==> config.mk <==
export PLATFORM = sky130hd
export DESIGN_NAME = dmem_port_arbiter
export DESIGN_NICKNAME = d
export VERILOG_FILES = /design/src/rtl/dmem_port_arbiter.sv
export SDC_FILE = /design/constraint.sdc
export NUM_CORES = 1
export LEC_CHECK = 0
export ABC_AREA = 1
export ABC_CLOCK_PERIOD_IN_PS = 900
export BUFFER_PORTS_ARGS = -buffer_cell sky130_fd_sc_hd__buf_4
export CORE_MARGIN = 1.5
export CORE_UTILIZATION = 26
export CTS_CLUSTER_DIAMETER = 50
export DETAILED_ROUTE_END_ITERATION = 6
export PLACE_DENSITY_LB_ADDON = 0.25
export SLEW_MARGIN = 10
export SYNTH_ARGS = -nofsm -noshare
export SYNTH_HDL_FRONTEND = slang
export SYNTH_SLANG_ARGS = --single-unit
==> constraint.sdc <==
create_clock -name clk -period 0.9 [get_ports clk]
set_input_delay 0.09 -clock clk [delete_from_list [all_inputs] [get_ports clk]]
set_output_delay 0.09 -clock clk [all_outputs]
set_load 0.01 [all_outputs]
==> src/rtl/dmem_port_arbiter.sv <==
// Single-port data memory arbiter between the pipeline MEM stage (P) and the DMA/loader (D).
// Optional starvation guard for D is built in with `define DMEM_STARVE_GUARD_EN.
module dmem_port_arbiter #(
    parameter int ADDR_W   = 8,
    parameter int DATA_W   = 16,
    parameter int MAX_WAIT = 4
) (
    input  logic              clk,
    input  logic              reset,
    input  logic              p_req,
    input  logic              p_we,
    input  logic [ADDR_W-1:0] p_addr,
    input  logic [DATA_W-1:0] p_wdata,
    output logic              p_gnt,
    output logic              p_stall,
    output logic              p_rvalid,
    output logic [DATA_W-1:0] p_rdata,
    input  logic              d_req,
    input  logic              d_we,
    input  logic [ADDR_W-1:0] d_addr,
    input  logic [DATA_W-1:0] d_wdata,
    output logic              d_gnt,
    output logic              d_rvalid,
    output logic [DATA_W-1:0] d_rdata,
    output logic              mem_en,
    output logic              mem_we,
    output logic [ADDR_W-1:0] mem_addr,
    output logic [DATA_W-1:0] mem_wdata,
    input  logic [DATA_W-1:0] mem_rdata
);

    logic              force_d_s;
    logic              p_gnt_s;
    logic              d_gnt_s;
    logic              mem_en_s;
    logic              mem_we_s;
    logic [ADDR_W-1:0] mem_addr_s;
    logic [DATA_W-1:0] mem_wdata_s;
    logic              rd_fire_s;
    logic              rd_pend_r;
    logic              rd_owner_r;

`ifdef DMEM_STARVE_GUARD_EN
    localparam logic [3:0] MAX_WAIT_C = 4'(MAX_WAIT);

    logic [3:0] wait_cnt_r;

    assign force_d_s = (wait_cnt_r == MAX_WAIT_C);

    // Count consecutive cycles D is refused, saturating at MAX_WAIT
    always_ff @(posedge clk or posedge reset) begin
        if (reset) begin
            wait_cnt_r <= 4'd0;
        end else if (d_req & ~d_gnt_s) begin
            if (wait_cnt_r == MAX_WAIT_C) begin
                wait_cnt_r <= wait_cnt_r;
            end else begin
                wait_cnt_r <= wait_cnt_r + 4'd1;
            end
        end else begin
            wait_cnt_r <= 4'd0;
        end
    end
`else
    // MAX_WAIT only matters when the guard is built in; D never overrides P here
    assign force_d_s = 1'b0 & (MAX_WAIT != 0);
`endif

    // Grant selection: P has priority unless the guard forces D through
    always_comb begin
        p_gnt_s = 1'b0;
        d_gnt_s = 1'b0;
        if (reset) begin
            p_gnt_s = 1'b0;
            d_gnt_s = 1'b0;
        end else if (p_req & ~(d_req & force_d_s)) begin
            p_gnt_s = 1'b1;
        end else if (d_req) begin
            d_gnt_s = 1'b1;
        end else begin
            p_gnt_s = 1'b0;
            d_gnt_s = 1'b0;
        end
    end

    // Memory-side mux from whichever port holds the grant
    always_comb begin
        mem_en_s    = 1'b0;
        mem_we_s    = 1'b0;
        mem_addr_s  = {ADDR_W{1'b0}};
        mem_wdata_s = {DATA_W{1'b0}};
        if (p_gnt_s) begin
            mem_en_s    = 1'b1;
            mem_we_s    = p_we;
            mem_addr_s  = p_addr;
            mem_wdata_s = p_wdata;
        end else if (d_gnt_s) begin
            mem_en_s    = 1'b1;
            mem_we_s    = d_we;
            mem_addr_s  = d_addr;
            mem_wdata_s = d_wdata;
        end else begin
            mem_en_s    = 1'b0;
            mem_we_s    = 1'b0;
            mem_addr_s  = {ADDR_W{1'b0}};
            mem_wdata_s = {DATA_W{1'b0}};
        end
    end

    assign rd_fire_s = mem_en_s & ~mem_we_s;

    // Remember a granted read and its owner so the next cycle's data is steered back
    always_ff @(posedge clk or posedge reset) begin
        if (reset) begin
            rd_pend_r  <= 1'b0;
            rd_owner_r <= 1'b0;
        end else begin
            rd_pend_r <= rd_fire_s;
            if (rd_fire_s) begin
                rd_owner_r <= d_gnt_s;
            end else begin
                rd_owner_r <= rd_owner_r;
            end
        end
    end

    assign p_gnt     = p_gnt_s;
    assign d_gnt     = d_gnt_s;
    assign p_stall   = ~reset & p_req & ~p_gnt_s;
    assign mem_en    = mem_en_s;
    assign mem_we    = mem_we_s;
    assign mem_addr  = mem_addr_s;
    assign mem_wdata = mem_wdata_s;
    assign p_rvalid  = rd_pend_r & ~rd_owner_r;
    assign d_rvalid  = rd_pend_r & rd_owner_r;
    assign p_rdata   = mem_rdata;
    assign d_rdata   = mem_rdata;

endmodule

==> impl_metrics.json <==
{
  "cts_tree": "done",
  "pre_cts_slack_ns": -0.0599,
  "antenna_found_initial": 0,
  "cp.arrival_ns": 0.86,
  "max-vdd-ir-drop_uv": 519,
  "syn_inst": 131,
  "violations": "negative setup slack",
  "fin_skew_ns": 0,
  "netlist_top_cells_area": "nand2_1, buf_4, dfrtp_1",
  "synth_top_area_share": 0.395,
  "ios": 133,
  "clk_pin_slew_ns": 0.03,
  "gp_congestion": 0.841,
  "period_share": 1.06,
  "rsz0062_at_grt": "true",
  "setup_viol": 25,
  "slew_violations": 0,
  "ant_nets": 0,
  "diodes": 0,
  "areaGrowthSynthToFinish_pct": 69.9,
  "die_area_um2": 3060,
  "timing.hold.ws_ns": 0.172,
  "tns_ns": -0.822,
  "synthesis.area_um2": 712,
  "synth_top_family_by_area": "simple AND/OR/NAND/NOR gates",
  "synth_area_leader_cell": "nand2_1",
  "vias": 922,
  "holdPathStages": 4,
  "drt-total-wl_mm": 2.10,
  "cts_max_path_buffers": 2,
  "drt-wirelength-per-cell_um": 9.71,
  "synth-xor-area-share": 0,
  "cts_made_buffers": 3,
  "layout_min_cycle_time_ns": 0.950,
  "synth_seq_area_share": 0.0703,
  "yosysUniqueCellTypes": 14,
  "layout-drive-gt1-share": 0.532,
  "h-tree-depth": 1,
  "io_buffers": 83,
  "final_common_cell": "buf_4",
  "synth_fa_ha_area_frac": 0,
  "die_x_um": 55.3,
  "grt_start_max_net_pins": 27,
  "drc": 0,
  "final_hold_viol_count": 0,
  "synth_mux_area_frac": 0,
  "critPathKind": "input port to primary output",
  "grt_overflow": 0,
  "syn_nets": 201,
  "yosysWarnings": 0,
  "rows": 18,
  "nets": 258,
  "clock_sinks": 2,
  "coreArea_um2": 2540,
  "p_per_area_nw_per_um2": 683,
  "clock_latency_ns": 0.22,
  "start_kind": "input port",
  "root_buffer": "clkbuf_4",
  "cp_max_fo": 26,
  "endpoint_kind": "primary output",
  "grt_use_total": 0.129,
  "vias_per_cell": 4.27,
  "nFillCells": 270,
  "place_hpwl_mm": 1.77,
  "drt_pass1_iterations": 5,
  "syn_area_per_cell_um2": 5.43,
  "ff2ff_path_depth": 3,
  "drt_iter0_markers": 40,
  "worstPathRequired_ns": 0.81,
  "start_util": 0.280,
  "die_h_um": 55.3,
  "outcome": "finished with violations",
  "finalWorstSetupSlack_ns": -0.0497,
  "fmax_mhz": 1050,
  "cap_violations": 0,
  "hp-class": "input port to flop",
  "layout_common_cells": "buf_4, nand2_1, inv_1",
  "grt_pass1_vias": 791,
  "leakage_nw": 0.766,
  "grt_first_pass_wirelength_mm": 3.27,
  "synth_compound_area_frac": 0.00703,
  "ys_seq_elements": 2,
  "synth-simple-area-share": 0.489
}
## worst max-delay path, cell delays in order
cell	delay, ns
buf_4	0.13
nor3_4	0.20
buf_12	0.19
nand2_1	0.06
nand2_1	0.06
buf_4	0.11
## cell usage after synthesis
cell type / n
buf_4: 34
nor2_4: 1
inv_1: 6
nor3_4: 1
o21ai_1: 1
buf_6: 2
buf_2: 1
nand4_1: 1
nor2_1: 1
nand3_1: 2
conb_1: 1
nand2_1: 75
nand2_2: 3
dfrtp_1: 2
## state kept, by name (all words and copies together) (netlist names)
signal      count
rd_owner_r      1
rd_pend_r       1
## final cells by class
| cell class | count | area (um^2) | share of cell area |
|---|---|---|---|
| tap | 30 | 37.5 | 0.0310 |
| inverter | 6 | 22.5 | 0.0186 |
| sequential | 2 | 50.0 | 0.0414 |
| timing repair buffer | 89 | 716 | 0.592 |
| clock buffer | 3 | 22.5 | 0.0186 |
| multi-input combinational | 86 | 362 | 0.299 |
## report_power, final
| group | internal (mW) | total, mW | switching [mW] |
|---|---|---|---|
| combinational | 0.320 | 0.524 | 0.205 |
| sequential | 0.100 | 0.107 | 0.00689 |
| clock | 0.147 | 0.195 | 0.0484 |
| total | 0.567 | 0.827 | 0.260 |
## routing by layer
metal / vias to the layer above / GRT usage / part of all wire
met4: 0 / 0.0801 / 0.022
met2: 64 / 0.214 / 0.50
li1: 467 / - / -
met1: 379 / 0.137 / 0.35
met3: 12 / 0.0492 / 0.13
met5: - / 0 / 0
## per-stage QoR
step            util  std cells  cell area (um^2)  total power, mW
3_3_place_gp   0.455        211              1160            0.612
5_1_grt        0.475        216              1210            0.904
2_1_floorplan      -        131               712            0.422
4_1_cts        0.472        216              1200            0.835
6_report       0.475        216              1210            0.827
3_5_place_dp   0.455        211              1160            0.618
## cell families (layout without fill, tap and decap cells)
group,Yosys count,count (layout)
AOI/OAI and AO/OA,1,1
buffers and inverters,43,98
DFF,2,2
other,1,1
and+or+nand+nor,84,84
## timing repair
item,in CTS,in global routing
pin swaps,2,1
resized for setup,1,4
buffers inserted,1,0
endpoints found under the setup margin,26,27
hold endpoints to repair,2,0
hold buffers,1,0
## final timing paths
kind	startpoint	end	slack, ns
max in group asynchronous	reset	rd_pend_r	0.36
min	p_we	rd_owner_r	0.17
min reg2reg	rd_owner_r	rd_owner_r	0.60
min in group asynchronous	reset	rd_owner_r	0.45
max	p_req	mem_wdata[2]	-0.05
max reg2reg	rd_owner_r	rd_owner_r	0.17
Power figures use the tool's default switching activity.
